### src/rtl/sata_oob_controller_pkg.sv
// Shared SATA definitions: primitive dwords and OOB state encodings.
package sata_oob_controller_pkg;

    localparam logic [31:0] PRIM_ALIGN = 32'h7B4A4ABC;
    localparam logic [31:0] DIALTONE   = 32'h4A4A4A4A;

    typedef enum logic [3:0] {
        ST_IDLE         = 4'd0,
        ST_SEND_RESET   = 4'd1,
        ST_WAIT_INIT    = 4'd2,
        ST_WAIT_NO_INIT = 4'd3,
        ST_SEND_WAKE    = 4'd4,
        ST_WAIT_WAKE    = 4'd5,
        ST_WAIT_NO_WAKE = 4'd6,
        ST_WAIT_ALIGN   = 4'd7,
        ST_SEND_ALIGN   = 4'd8,
        ST_READY        = 4'd9
    } oob_state_e;

    // States in which a silent partner eventually forces a COMRESET retry.
    function automatic logic is_timed_state(input oob_state_e s);
        return (s == ST_WAIT_INIT)    || (s == ST_WAIT_WAKE)  ||
               (s == ST_WAIT_NO_WAKE) || (s == ST_WAIT_ALIGN) ||
               (s == ST_SEND_ALIGN);
    endfunction

endpackage

### src/rtl/oob_timeout_counter.sv
// Per-state wait timer: cleared on state entry, flags when TIMEOUT cycles have elapsed.
module oob_timeout_counter #(
    parameter logic [31:0] TIMEOUT = 32'd1_000_000
) (
    input  logic clk,
    input  logic rst,
    input  logic clear,
    input  logic enable,
    output logic expired
);

    logic [31:0] count_q;
    logic [31:0] count_d;

    assign expired = (count_q >= TIMEOUT);

    always_comb begin
        count_d = count_q;
        if (clear) begin
            count_d = '0;
        end else if (enable && !expired) begin
            count_d = count_q + 32'd1;
        end
    end

    always_ff @(posedge clk) begin
        if (!rst) begin
            count_q <= '0;
        end else begin
            count_q <= count_d;
        end
    end

endmodule

### src/rtl/sata_oob_controller.sv
// SATA host OOB handshake: COMRESET/COMINIT, COMWAKE, then ALIGN exchange up to link-up.
module sata_oob_controller
    import sata_oob_controller_pkg::*;
#(
    parameter logic [31:0] TIMEOUT = 32'd1_000_000
) (
    input  logic        clk,
    input  logic        rst,
    input  logic        platform_ready,
    output logic        linkup,
    output logic [31:0] tx_dout,
    output logic        tx_isk,
    output logic        tx_comm_reset,
    output logic        tx_comm_wake,
    output logic        tx_set_elec_idle,
    input  logic [31:0] rx_din,
    input  logic [3:0]  rx_isk,
    input  logic        comm_init_detect,
    input  logic        comm_wake_detect,
    input  logic        rx_byte_is_aligned,
    input  logic        rx_is_elec_idle,
    output logic [3:0]  lax_state
);

    oob_state_e state_q;
    oob_state_e state_d;
    logic [1:0] prim_cnt_q;
    logic [1:0] prim_cnt_d;
    logic       timed_out;
    logic       rx_prim;
    logic       rx_align;
    logic       rx_isk_unused;

    // Primitives carry their K character in byte 0 only.
    assign rx_isk_unused = ^rx_isk[3:1];
    assign rx_prim       = rx_isk[0] && rx_byte_is_aligned;
    assign rx_align      = rx_prim && (rx_din == PRIM_ALIGN);

    oob_timeout_counter #(
        .TIMEOUT (TIMEOUT)
    ) u_timeout (
        .clk     (clk),
        .rst     (rst),
        .clear   (state_d != state_q),
        .enable  (is_timed_state(state_q)),
        .expired (timed_out)
    );

    always_comb begin
        state_d    = state_q;
        prim_cnt_d = '0;
        case (state_q)
            ST_IDLE:         if (platform_ready) state_d = ST_SEND_RESET;
            ST_SEND_RESET:   state_d = ST_WAIT_INIT;
            ST_WAIT_INIT: begin
                if (comm_init_detect)  state_d = ST_WAIT_NO_INIT;
                else if (timed_out)    state_d = ST_SEND_RESET;
            end
            ST_WAIT_NO_INIT: if (!comm_init_detect && rx_is_elec_idle) state_d = ST_SEND_WAKE;
            ST_SEND_WAKE:    state_d = ST_WAIT_WAKE;
            ST_WAIT_WAKE: begin
                if (comm_wake_detect)  state_d = ST_WAIT_NO_WAKE;
                else if (timed_out)    state_d = ST_SEND_RESET;
            end
            ST_WAIT_NO_WAKE: begin
                if (!comm_wake_detect) state_d = ST_WAIT_ALIGN;
                else if (timed_out)    state_d = ST_SEND_RESET;
            end
            ST_WAIT_ALIGN: begin
                if (rx_align)          state_d = ST_SEND_ALIGN;
                else if (timed_out)    state_d = ST_SEND_RESET;
            end
            ST_SEND_ALIGN: begin
                // Link-up on the edge that accepts the third consecutive non-ALIGN primitive.
                prim_cnt_d = prim_cnt_q;
                if (rx_align)     prim_cnt_d = '0;
                else if (rx_prim) prim_cnt_d = prim_cnt_q + 2'd1;
                if (prim_cnt_d == 2'd3) state_d = ST_READY;
                else if (timed_out)     state_d = ST_SEND_RESET;
            end
            ST_READY:        if (comm_init_detect) state_d = ST_SEND_RESET;
            default:         state_d = ST_IDLE;
        endcase
        if (!platform_ready) state_d = ST_IDLE;
    end

    always_ff @(posedge clk) begin
        if (!rst) begin
            state_q    <= ST_IDLE;
            prim_cnt_q <= '0;
        end else begin
            state_q    <= state_d;
            prim_cnt_q <= prim_cnt_d;
        end
    end

    always_comb begin
        lax_state        = state_q;
        linkup           = (state_q == ST_READY);
        tx_comm_reset    = (state_q == ST_SEND_RESET);
        tx_comm_wake     = (state_q == ST_SEND_WAKE);
        tx_set_elec_idle = 1'b1;
        tx_dout          = '0;
        tx_isk           = 1'b0;
        case (state_q)
            ST_WAIT_ALIGN: begin
                tx_set_elec_idle = 1'b0;
                tx_dout          = DIALTONE;
            end
            ST_SEND_ALIGN, ST_READY: begin
                tx_set_elec_idle = 1'b0;
                tx_dout          = PRIM_ALIGN;
                tx_isk           = 1'b1;
            end
            default: ;
        endcase
    end

endmodule

### config.mk
export PLATFORM = sky130hd
export DESIGN_NAME = sata_oob_controller
export DESIGN_NICKNAME = d
export VERILOG_FILES = /design/src/rtl/sata_oob_controller_pkg.sv /design/src/rtl/oob_timeout_counter.sv /design/src/rtl/sata_oob_controller.sv
export SDC_FILE = /design/constraint.sdc
export NUM_CORES = 1
export LEC_CHECK = 0
export ABC_AREA = 1
export CAP_MARGIN = 10
export CORE_MARGIN = 2
export CORE_UTILIZATION = 40
export CTS_CLUSTER_DIAMETER = 150
export DETAILED_ROUTE_END_ITERATION = 10
export GPL_ROUTABILITY_DRIVEN = 0
export PLACE_DENSITY = 0.67
export REMOVE_ABC_BUFFERS = 1
export SETUP_SLACK_MARGIN = 0.1
export SLEW_MARGIN = 0
export SYNTH_ARGS = -nofsm -noshare
export SYNTH_HDL_FRONTEND = slang
export SYNTH_SLANG_ARGS = --single-unit
### constraint.sdc
create_clock -name clk -period 3 [get_ports clk]
set_input_delay 0.75 -clock clk [delete_from_list [all_inputs] [get_ports clk]]
set_output_delay 0.75 -clock clk [all_outputs]
set_load 0.02 [all_outputs]
==> impl_metrics.tcl <==
set metrics [dict create \
    cts_tree "yes" \
    die_x_um 89.06 \
    cts_buffers 5 \
    grt_pass1_vias 2168 \
    placedCellCount 555 \
    dr.first_iter.drc_count 131 \
    synth_edf_count 0 \
    drive_gt1_frac 0.1703 \
    dp_hpwl_um 4750 \
    rows 31 \
    wl_per_cell_um 10.32 \
    worstHoldStart "u_timeout.count_q[25]" \
    synth-seq-cells 38 \
    cts_setup_buffers 0 \
    tns_ns 0 \
    cts_root_buf "clkbuf_8" \
    portBuffers 67 \
    worstPathArrival_ns 2.01 \
    nFillCells 703 \
    drc 0 \
    worstSetupStartpointType "flop" \
    synth_flop_cell "dfxtp_1" \
    setup_violations 0 \
    maxCapViolCount 0 \
    final_cells 563 \
    cp-end-kind "output port" \
    area_delta_synth_final_pct 26.03 \
    skew_ns 0.008165 \
    initial_core_util 0.4055 \
    synthTopCellsByArea "dfxtp_1 (26%), nor2_4 (12%), nand2_1 (10%)" \
    drv_slew 0 \
    worstPathRequired_ns 2.25 \
    die-height_um 89.06 \
    min_period_over_period 0.9194 \
    period_needed_ns 2.758 \
    grt_max_degree 13 \
    synthTopCellsByCount "nand2_1 (77), inv_1 (71), nor2_1 (44), dfxtp_1 (38), nor2_4 (32)" \
    finalHoldViolCount 0 \
    whs_ns 0.4498 \
    overflow 0 \
    ant_nets 0 \
    antenna_found_initial 0 \
    reg2reg_from "lax_state[3]" \
    cp_max_fo 10 \
    rsz0062_at_grt "true" \
    yosysMostFrequentCell "nand2_1" \
    ys_warn_count 0 \
    ir_drop_mv 0.1668 \
    startpoint "lax_state[3]" \
    clockBufferDepth 2 \
    vias 2476 \
    path_clk_slew_ns 0.07 \
    viasPerCell 4.398 \
    dieArea_um2 7932 \
    grt_first_pass_wirelength_um 9680 \
    syn_inst 404 \
    p_per_area_nw_per_um2 288.3 \
    hold_class "reg -> reg" \
    fp.coreArea_um2 7137 \
    yosys.area.top_type_share 0.2629 \
    cts_max_level 2 \
    status "complete, no violations" \
    synth_area_leader_cell "dfxtp_1" \
    numClockSinks 38 \
    synth.avg_cell_area_um2 7.163 \
    leakagePower_nw 1.499 \
    grt_usage 0.1508 \
    async_reset_ff_frac 0 \
    netlist_area_um2 2894 \
    drt_pre_antenna_iters 7 \
    crit_type "reg -> out" \
    hold_buffers 0 \
    wirelength_um 5812 \
    clkLatencyLatePin_ns 0.28 \
    fin_util 0.5110 \
    synth_cell_type_count 38 \
    ios 84 \
    power_mw 1.052 \
    n_antenna_cell 0 \
    yosysSeqAreaShare 0.2629 \
    max_freq_ghz 0.3626 \
    fin_nets 508 \
]
## metrics by stage
step / instance area, µm² / setup WS, ns
after floorplan: 2619 / -1.237
after global placement: 3531 / 0.1289
after detailed placement: 3531 / 0.08691
after CTS: 3623 / 0.1093
after global routing: 3647 / 0.09004
final: 3647 / 0.2419
## cell type report
cell class | instances | area (µm²) | share of cell area
clock buffers | 7 | 86.33 | 0.02367
clock inverters | 1 | 5.005 | 0.001372
inverters | 78 | 292.8 | 0.08027
multi-input cells | 264 | 1574 | 0.4316
flip-flops and latches | 38 | 762.0 | 0.2089
well taps | 99 | 123.9 | 0.03396
repair buffers | 76 | 803.3 | 0.2202
## final timing paths
kind,cells past startpoint,slack [ns],endpoint
hold reg to reg,2,0.45,u_timeout.count_q[25]
setup / recovery,5,0.24,tx_dout[22]
setup reg to reg,10,0.75,u_timeout.count_q[11]
hold / removal,2,0.45,u_timeout.count_q[25]
## state kept, by name (all words and copies together) (netlist names)
| register | cells |
|---|---|
| u_timeout.count_q | 32 |
| lax_state | 4 |
| prim_cnt_q | 2 |
## critical path, stage by stage, from the launching register on
cell and delay (ns):
dfxtp_1 0.43, inv_2 0.16, nor3_4 0.24, nor2_1 0.12
inv_2 0.14, clkdlybuf4s50_1 0.63
## where the power goes
group	leakage [nW]	switching [mW]	internal, mW	total [mW]
Clock	0.0482	0.171	0.185	0.356
Sequential	0.307	0.00203	0.505	0.508
Combinational	1.14	0.0997	0.0879	0.188
## per-layer routing
metal,vias to the layer above,global-route usage,wire (µm)
met5,-,0,0
met4,0,0.02578,26
met2,75,0.2476,2714
met3,2,0.02678,333
li1,1299,-,-
met1,1100,0.2109,2737
## kinds of logic after synthesis
family                   share of synthesized area
multiplexers                              0.003459
buffers and inverters                       0.2118
other                                     0.001296
AO/OA/AOI/OAI                              0.03891
XOR/XNOR                                   0.05750
AND/OR/NAND/NOR                             0.4155
adder cells (fa/ha/maj)                   0.008645
flip-flops                                  0.2629
## timing repair
action                                 4_1_cts  5_1_grt
gates resized for setup                      1        9
endpoints found under the hold margin        0        0
setup endpoints to repair                   10       25
## placed cells by master (no fill, tap or decap), types with 2 or more instances in the layout
| cell type | instances |
|---|---|
| conb_1 | 13 |
| clkbuf_8 | 6 |
| nand3_2 | 2 |
| nor2_4 | 32 |
| ha_1 | 2 |
| buf_12 | 4 |
| a21oi_1 | 3 |
| nor2_1 | 44 |
| nor4_1 | 3 |
| nor3_1 | 3 |
| xor2_1 | 14 |
| dlymetal6s2s_1 | 6 |
| o21ai_1 | 2 |
| nand3_1 | 22 |
| o21ai_0 | 6 |
| a31oi_1 | 2 |
| nand2_4 | 2 |
| buf_4 | 5 |
| nor3_2 | 7 |
| inv_1 | 70 |
| nand2_2 | 5 |
| o211ai_1 | 2 |
| nand4_1 | 8 |
| dfxtp_1 | 37 |
| nand2_1 | 77 |
| xnor2_1 | 5 |
| inv_2 | 7 |
| clkdlybuf4s50_1 | 61 |
Power figures use the tool's default switching activity.
